$ cat config.mk
export PLATFORM = sky130hd
export DESIGN_NAME = mult_cdb_stage
export DESIGN_NICKNAME = d
export VERILOG_FILES = /design/src/rtl/mult_cdb_stage.sv
export SDC_FILE = /design/constraint.sdc
export NUM_CORES = 1
export LEC_CHECK = 0
export CORE_UTILIZATION = 57
export CTS_BUF_LIST = sky130_fd_sc_hd__clkbuf_8
export DETAILED_ROUTE_END_ITERATION = 7
export PLACE_DENSITY = 0.81
export SKIP_LAST_GASP = 1
export SYNTH_ARGS = -nofsm -noshare
export SYNTH_HDL_FRONTEND = slang
export SYNTH_SLANG_ARGS = --single-unit
$ cat constraint.sdc
create_clock -name clk -period 2.85 [get_ports clk]
set_input_delay 0.57 -clock clk [delete_from_list [all_inputs] [get_ports clk]]
set_output_delay 0.57 -clock clk [all_outputs]
set_load 0.05 [all_outputs]
$ cat src/rtl/mult_cdb_stage.sv
// Completion stage behind the fixed-latency multiplier. A sideband pipe carries
// each issued op's destination tag and ROB index in step with the multiplier,
// results are captured into a small FIFO, and the FIFO head bids for the CDB.
// Issue is credit-limited so the FIFO can never overflow.
module mult_cdb_stage #(
  parameter int XLEN      = 32,
  parameter int PRF_IDX_W = 6,
  parameter int ROB_IDX_W = 5,
  parameter int MULT_LAT  = 2,
  parameter int QDEPTH    = 4
) (
  input  logic                 clk,
  input  logic                 rst_n,
  input  logic                 pipe_flush,
  input  logic                 issue_valid,
  input  logic [PRF_IDX_W-1:0] issue_dest_tag,
  input  logic [ROB_IDX_W-1:0] issue_rob_idx,
  output logic                 issue_ready,
  input  logic [XLEN-1:0]      mult_result,
  output logic                 cdb_req,
  input  logic                 cdb_gnt,
  output logic [PRF_IDX_W-1:0] cdb_tag,
  output logic [ROB_IDX_W-1:0] cdb_rob_idx,
  output logic [XLEN-1:0]      cdb_value
);

  localparam int PTR_W = (QDEPTH > 1) ? $clog2(QDEPTH) : 1;
  localparam int CNT_W = $clog2(QDEPTH + 1);
  localparam int SUM_W = CNT_W + 1;

  // Sideband pipe, one stage per multiplier cycle
  logic                 sb_vld_q [MULT_LAT];
  logic [PRF_IDX_W-1:0] sb_tag_q [MULT_LAT];
  logic [ROB_IDX_W-1:0] sb_rob_q [MULT_LAT];

  // Completion FIFO storage (no reset; validity is tracked by count_q)
  logic [PRF_IDX_W-1:0] fifo_tag_q [QDEPTH];
  logic [ROB_IDX_W-1:0] fifo_rob_q [QDEPTH];
  logic [XLEN-1:0]      fifo_val_q [QDEPTH];

  logic [PTR_W-1:0] wr_ptr_q, wr_ptr_d;
  logic [PTR_W-1:0] rd_ptr_q, rd_ptr_d;
  logic [CNT_W-1:0] count_q, count_d;
  logic [CNT_W-1:0] inflight;

  logic issue_fire;
  logic capture;
  logic pop;

  function automatic logic [PTR_W-1:0] ptr_inc(input logic [PTR_W-1:0] p);
    return (p == PTR_W'(QDEPTH - 1)) ? '0 : p + PTR_W'(1);
  endfunction

  assign issue_fire = issue_valid && issue_ready;
  assign capture    = sb_vld_q[MULT_LAT-1];
  assign cdb_req    = (count_q != '0);
  assign pop        = cdb_req && cdb_gnt;

  genvar gi;
  generate
    for (gi = 0; gi < MULT_LAT; gi++) begin : g_sb
      if (gi == 0) begin : g_head
        // First stage takes the op accepted this cycle; flush drops it
        always_ff @(posedge clk or negedge rst_n) begin
          if (!rst_n) begin
            sb_vld_q[gi] <= 1'b0;
            sb_tag_q[gi] <= '0;
            sb_rob_q[gi] <= '0;
          end else begin
            sb_vld_q[gi] <= issue_fire && !pipe_flush;
            sb_tag_q[gi] <= issue_dest_tag;
            sb_rob_q[gi] <= issue_rob_idx;
          end
        end
      end else begin : g_tail
        // Later stages shift unconditionally, matching the non-stalling multiplier
        always_ff @(posedge clk or negedge rst_n) begin
          if (!rst_n) begin
            sb_vld_q[gi] <= 1'b0;
            sb_tag_q[gi] <= '0;
            sb_rob_q[gi] <= '0;
          end else begin
            sb_vld_q[gi] <= sb_vld_q[gi-1] && !pipe_flush;
            sb_tag_q[gi] <= sb_tag_q[gi-1];
            sb_rob_q[gi] <= sb_rob_q[gi-1];
          end
        end
      end
    end
  endgenerate

  // Number of ops still travelling through the multiplier
  always_comb begin
    inflight = '0;
    for (int i = 0; i < MULT_LAT; i++) begin
      inflight = inflight + CNT_W'(sb_vld_q[i]);
    end
  end

  // Credit check from registered state only, so cdb_gnt never reaches issue_ready
  assign issue_ready = ({1'b0, count_q} + {1'b0, inflight}) < SUM_W'(QDEPTH);

  // FIFO pointer/count next state; flush overrides any push or pop
  always_comb begin
    wr_ptr_d = wr_ptr_q;
    rd_ptr_d = rd_ptr_q;
    count_d  = count_q;
    if (pipe_flush) begin
      wr_ptr_d = '0;
      rd_ptr_d = '0;
      count_d  = '0;
    end else begin
      if (capture) wr_ptr_d = ptr_inc(wr_ptr_q);
      if (pop)     rd_ptr_d = ptr_inc(rd_ptr_q);
      case ({capture, pop})
        2'b10:   count_d = count_q + CNT_W'(1);
        2'b01:   count_d = count_q - CNT_W'(1);
        default: count_d = count_q;
      endcase
    end
  end

  // FIFO control registers
  always_ff @(posedge clk or negedge rst_n) begin
    if (!rst_n) begin
      wr_ptr_q <= '0;
      rd_ptr_q <= '0;
      count_q  <= '0;
    end else begin
      wr_ptr_q <= wr_ptr_d;
      rd_ptr_q <= rd_ptr_d;
      count_q  <= count_d;
    end
  end

  // Write the completing op into the tail slot
  always_ff @(posedge clk) begin
    if (capture && !pipe_flush) begin
      fifo_tag_q[wr_ptr_q] <= sb_tag_q[MULT_LAT-1];
      fifo_rob_q[wr_ptr_q] <= sb_rob_q[MULT_LAT-1];
      fifo_val_q[wr_ptr_q] <= mult_result;
    end
  end

  // Head is shown only while valid, so an empty FIFO drives zeros
  assign cdb_tag     = cdb_req ? fifo_tag_q[rd_ptr_q] : '0;
  assign cdb_rob_idx = cdb_req ? fifo_rob_q[rd_ptr_q] : '0;
  assign cdb_value   = cdb_req ? fifo_val_q[rd_ptr_q] : '0;

`ifndef SYNTHESIS
  // Upstream must not issue once credit is exhausted
  a_no_issue_without_credit: assert property (
    @(posedge clk) disable iff (!rst_n) !(issue_valid && !issue_ready)
  ) else $error("issue_valid asserted while issue_ready=0");
`endif

endmodule

==> metrics <==
status completed; final count of negative-setup-slack endpoints 0; syn nets 407; gr usage total around a fifth; Final #Nets around 540; vias per cell between 5 and 6; EDFF count, synth about 170; effective utilization at floorplan between 50 and 60%; pin count of the biggest net entering global routing 37; largest cells by area after synthesis edfxtp_1, mux4_2, dfrtp_1; CORE AREA approximately 0.013 sq mm; clk slew on worst S/H paths approximately 60 ps; Worst slew margin a little over two thirds; Post-Syn Area between 0.007 and 0.008 sq mm; Layout area overhead 31.3%; top-count cell post-synth edfxtp_1; vias in the first global route 4019; routing usage on met3 4.60%; RSZ-0062 raised after global routing false; Remaining DRCs 0; Mapped Cells between 300 and 400; dpl hpwl approximately 8.4 mm; max cap viols 0; wirelength, routed 13.5 mm; CTS root buffer clkbuf_8; Die Span Y between 100 and 150 um; DR vias 3749; sequence of cells on the critical path buf_12, mux4_1, and2_1, buf_12; Placed Area a little over 0.009 sq mm; first-pass GRT wire length 21.1 mm; n_diodes 0; I/O pin total just over 90; final critical-path required period about 2700 ps; GR Util met1 25.1%; cell taking the most area after synthesis edfxtp_1; clk sinks approximately 200; fillers about 660; CP Class flop to output port; crit end category output port; most used cell, CP buf_12; Critical Path RT 2280 ps; die width between 100 and 150 um; total congestion overflow 0; f_max roughly 0.37 GHz; fraction of layout cells with a size suffix above 1 a little under a third; DRT Pass-1 Iters 4; final worst-path cycle share between 90% and 100%; met2 Track Usage GR about a third; maximum VDD drop about 0.34 mV; Seq/Total Area, Yosys 77.6%; gr busiest metal met2; crit-path max cell delay 560 ps; skew final about 15 ps; WP data arrival about 2100 ps; power density over the cells ~650 mW/mm^2; Leakage between 3 and 4 nW; YS warnings 0; Finished Cell Area about 0.010 sq mm; CTS tree yes; DR iter-0 viols approximately 200; crit-path max FO 9; Mapped Avg Cell Area 21.7 sq um; Synth top cells by count edfxtp_1, and2_1, mux4_2; asr flop ratio synth 15.3%; Skew-Pair Late Insertion Delay roughly 480 ps; initial antenna violation count 0; CTS H-tree lvls 2; crit path launch type flop; port buffer count 92; CTS buffer count 34; Slew Viols, Final 0; area share of the largest cell type after synthesis about 68%; clock buffer depth 3; Yosys cell types 30; Die ar. between 0.01 and 0.015 sq mm; Top FF cell, synth edfxtp_1; reg2reg setup slack 730 ps; Yosys reg bits approximately 200; row count a little over 40; Routability Congestion around 0.76; final count of hold timing violations 0; Antenna Violating Nets Remaining 0; slowest CP cell mux4_1; TNS Setup 0 ps; Worst Hold Class flop to flop; routed len/inst approximately 20 um; Slew @ Worst Pin roughly 450 ps
==> per-layer routing <==
metal | share of wire (%) | wire [um]
met5 | 0 | 0
met4 | 1.5 | 204
met3 | 5.0 | 671
met2 | 52 | 7020
met1 | 41 | 5570
==> critical path: cells and delay by family, from the launching register on <==
| kind | cells | cell delay [ps] |
|---|---|---|
| multiplexers | 1 | 560 |
| flip-flops | 1 | 550 |
| buffers and inverters | 2 | 310 |
| AND/OR/NAND/NOR | 1 | 220 |
==> state kept, by name, indices dropped and copies added, names as in the netlist <==
name,flops
capture,1
count_q,3
fifo_rob_q,20
fifo_tag_q,24
fifo_val_q,128
rd_ptr_q,2
sb_rob_q,10
sb_tag_q,12
sb_vld_q,1
wr_ptr_q,2
==> layout by cell type, fill, tap and decap left out, types with 8 or more instances in the layout <==
master and count:
mux4_2 38, buf_4 10, inv_1 8, buf_12 54, clkbuf_8 39, clkinv_1 8
clkinv_2 9, and2_1 43, edfxtp_1 172, clkdlybuf4s50_1 47, dfrtp_1 29
==> cells by family after synthesis <==
| group | count (synthesis) | synth area share, % |
|---|---|---|
| XOR/XNOR | 3 | 0.343 |
| AND/OR/NAND/NOR | 64 | 5.05 |
| buffers and inverters | 19 | 1.52 |
| flip-flops | 203 | 77.6 |
| adder cells (fa/ha/maj) | 7 | 1.24 |
| multiplexers | 44 | 13.0 |
| AO/OA/AOI/OAI | 12 | 1.16 |
==> layout make-up <==
class                      count  area [sq um]  area share, %
sequential                   203          5950           59.2
timing repair buffer         112          1640           16.3
multi-input combinational    130          1600           15.9
clock buffer                  39           537           5.34
tap                          172           215           2.14
clock inverter                22          93.8          0.934
inverter                       3          11.3          0.112
==> path summary, 6_finish.rpt <==
path / depth (start not counted) / start / endpoint
setup reg to reg: 6 / count_q[1] / count_q[2]
hold / removal: 0 / sb_tag_q[9] / sb_tag_q[3]
max in group asynchronous: 2 / rst_n / rd_ptr_q[0]
hold reg to reg: 0 / sb_tag_q[9] / sb_tag_q[3]
min in group asynchronous: 2 / rst_n / sb_rob_q[6]
setup / recovery: 4 / rd_ptr_q[0] / cdb_tag[0]
==> where the power goes <==
group	leakage [nW]	switching, mW	internal (mW)	total [mW]
logic	1.20	0.476	0.467	0.943
registers	1.92	0.0355	3.27	3.30
clock network	0.355	1.06	1.25	2.31
==> through the flow <==
step	util (%)	total power, mW	std cells	hold WS [ps]	setup slack (ps)
global placement	72.6	4.27	614	333	365
floorplan	-	3.82	352	274	457
detailed placement	72.6	4.29	614	336	268
global route	78.0	6.78	681	354	70.3
CTS	77.6	6.59	676	343	12.9
finish	78.0	6.56	681	345	154
==> repair_timing <==
action                                  CTS  global route
hold buffers                              0             0
endpoints found under the setup margin   26            21
endpoints found under the hold margin     0             0
resized for setup                         0             1
buffers inserted                          1             5
No activity file was read; power rests on OpenSTA's default activity.
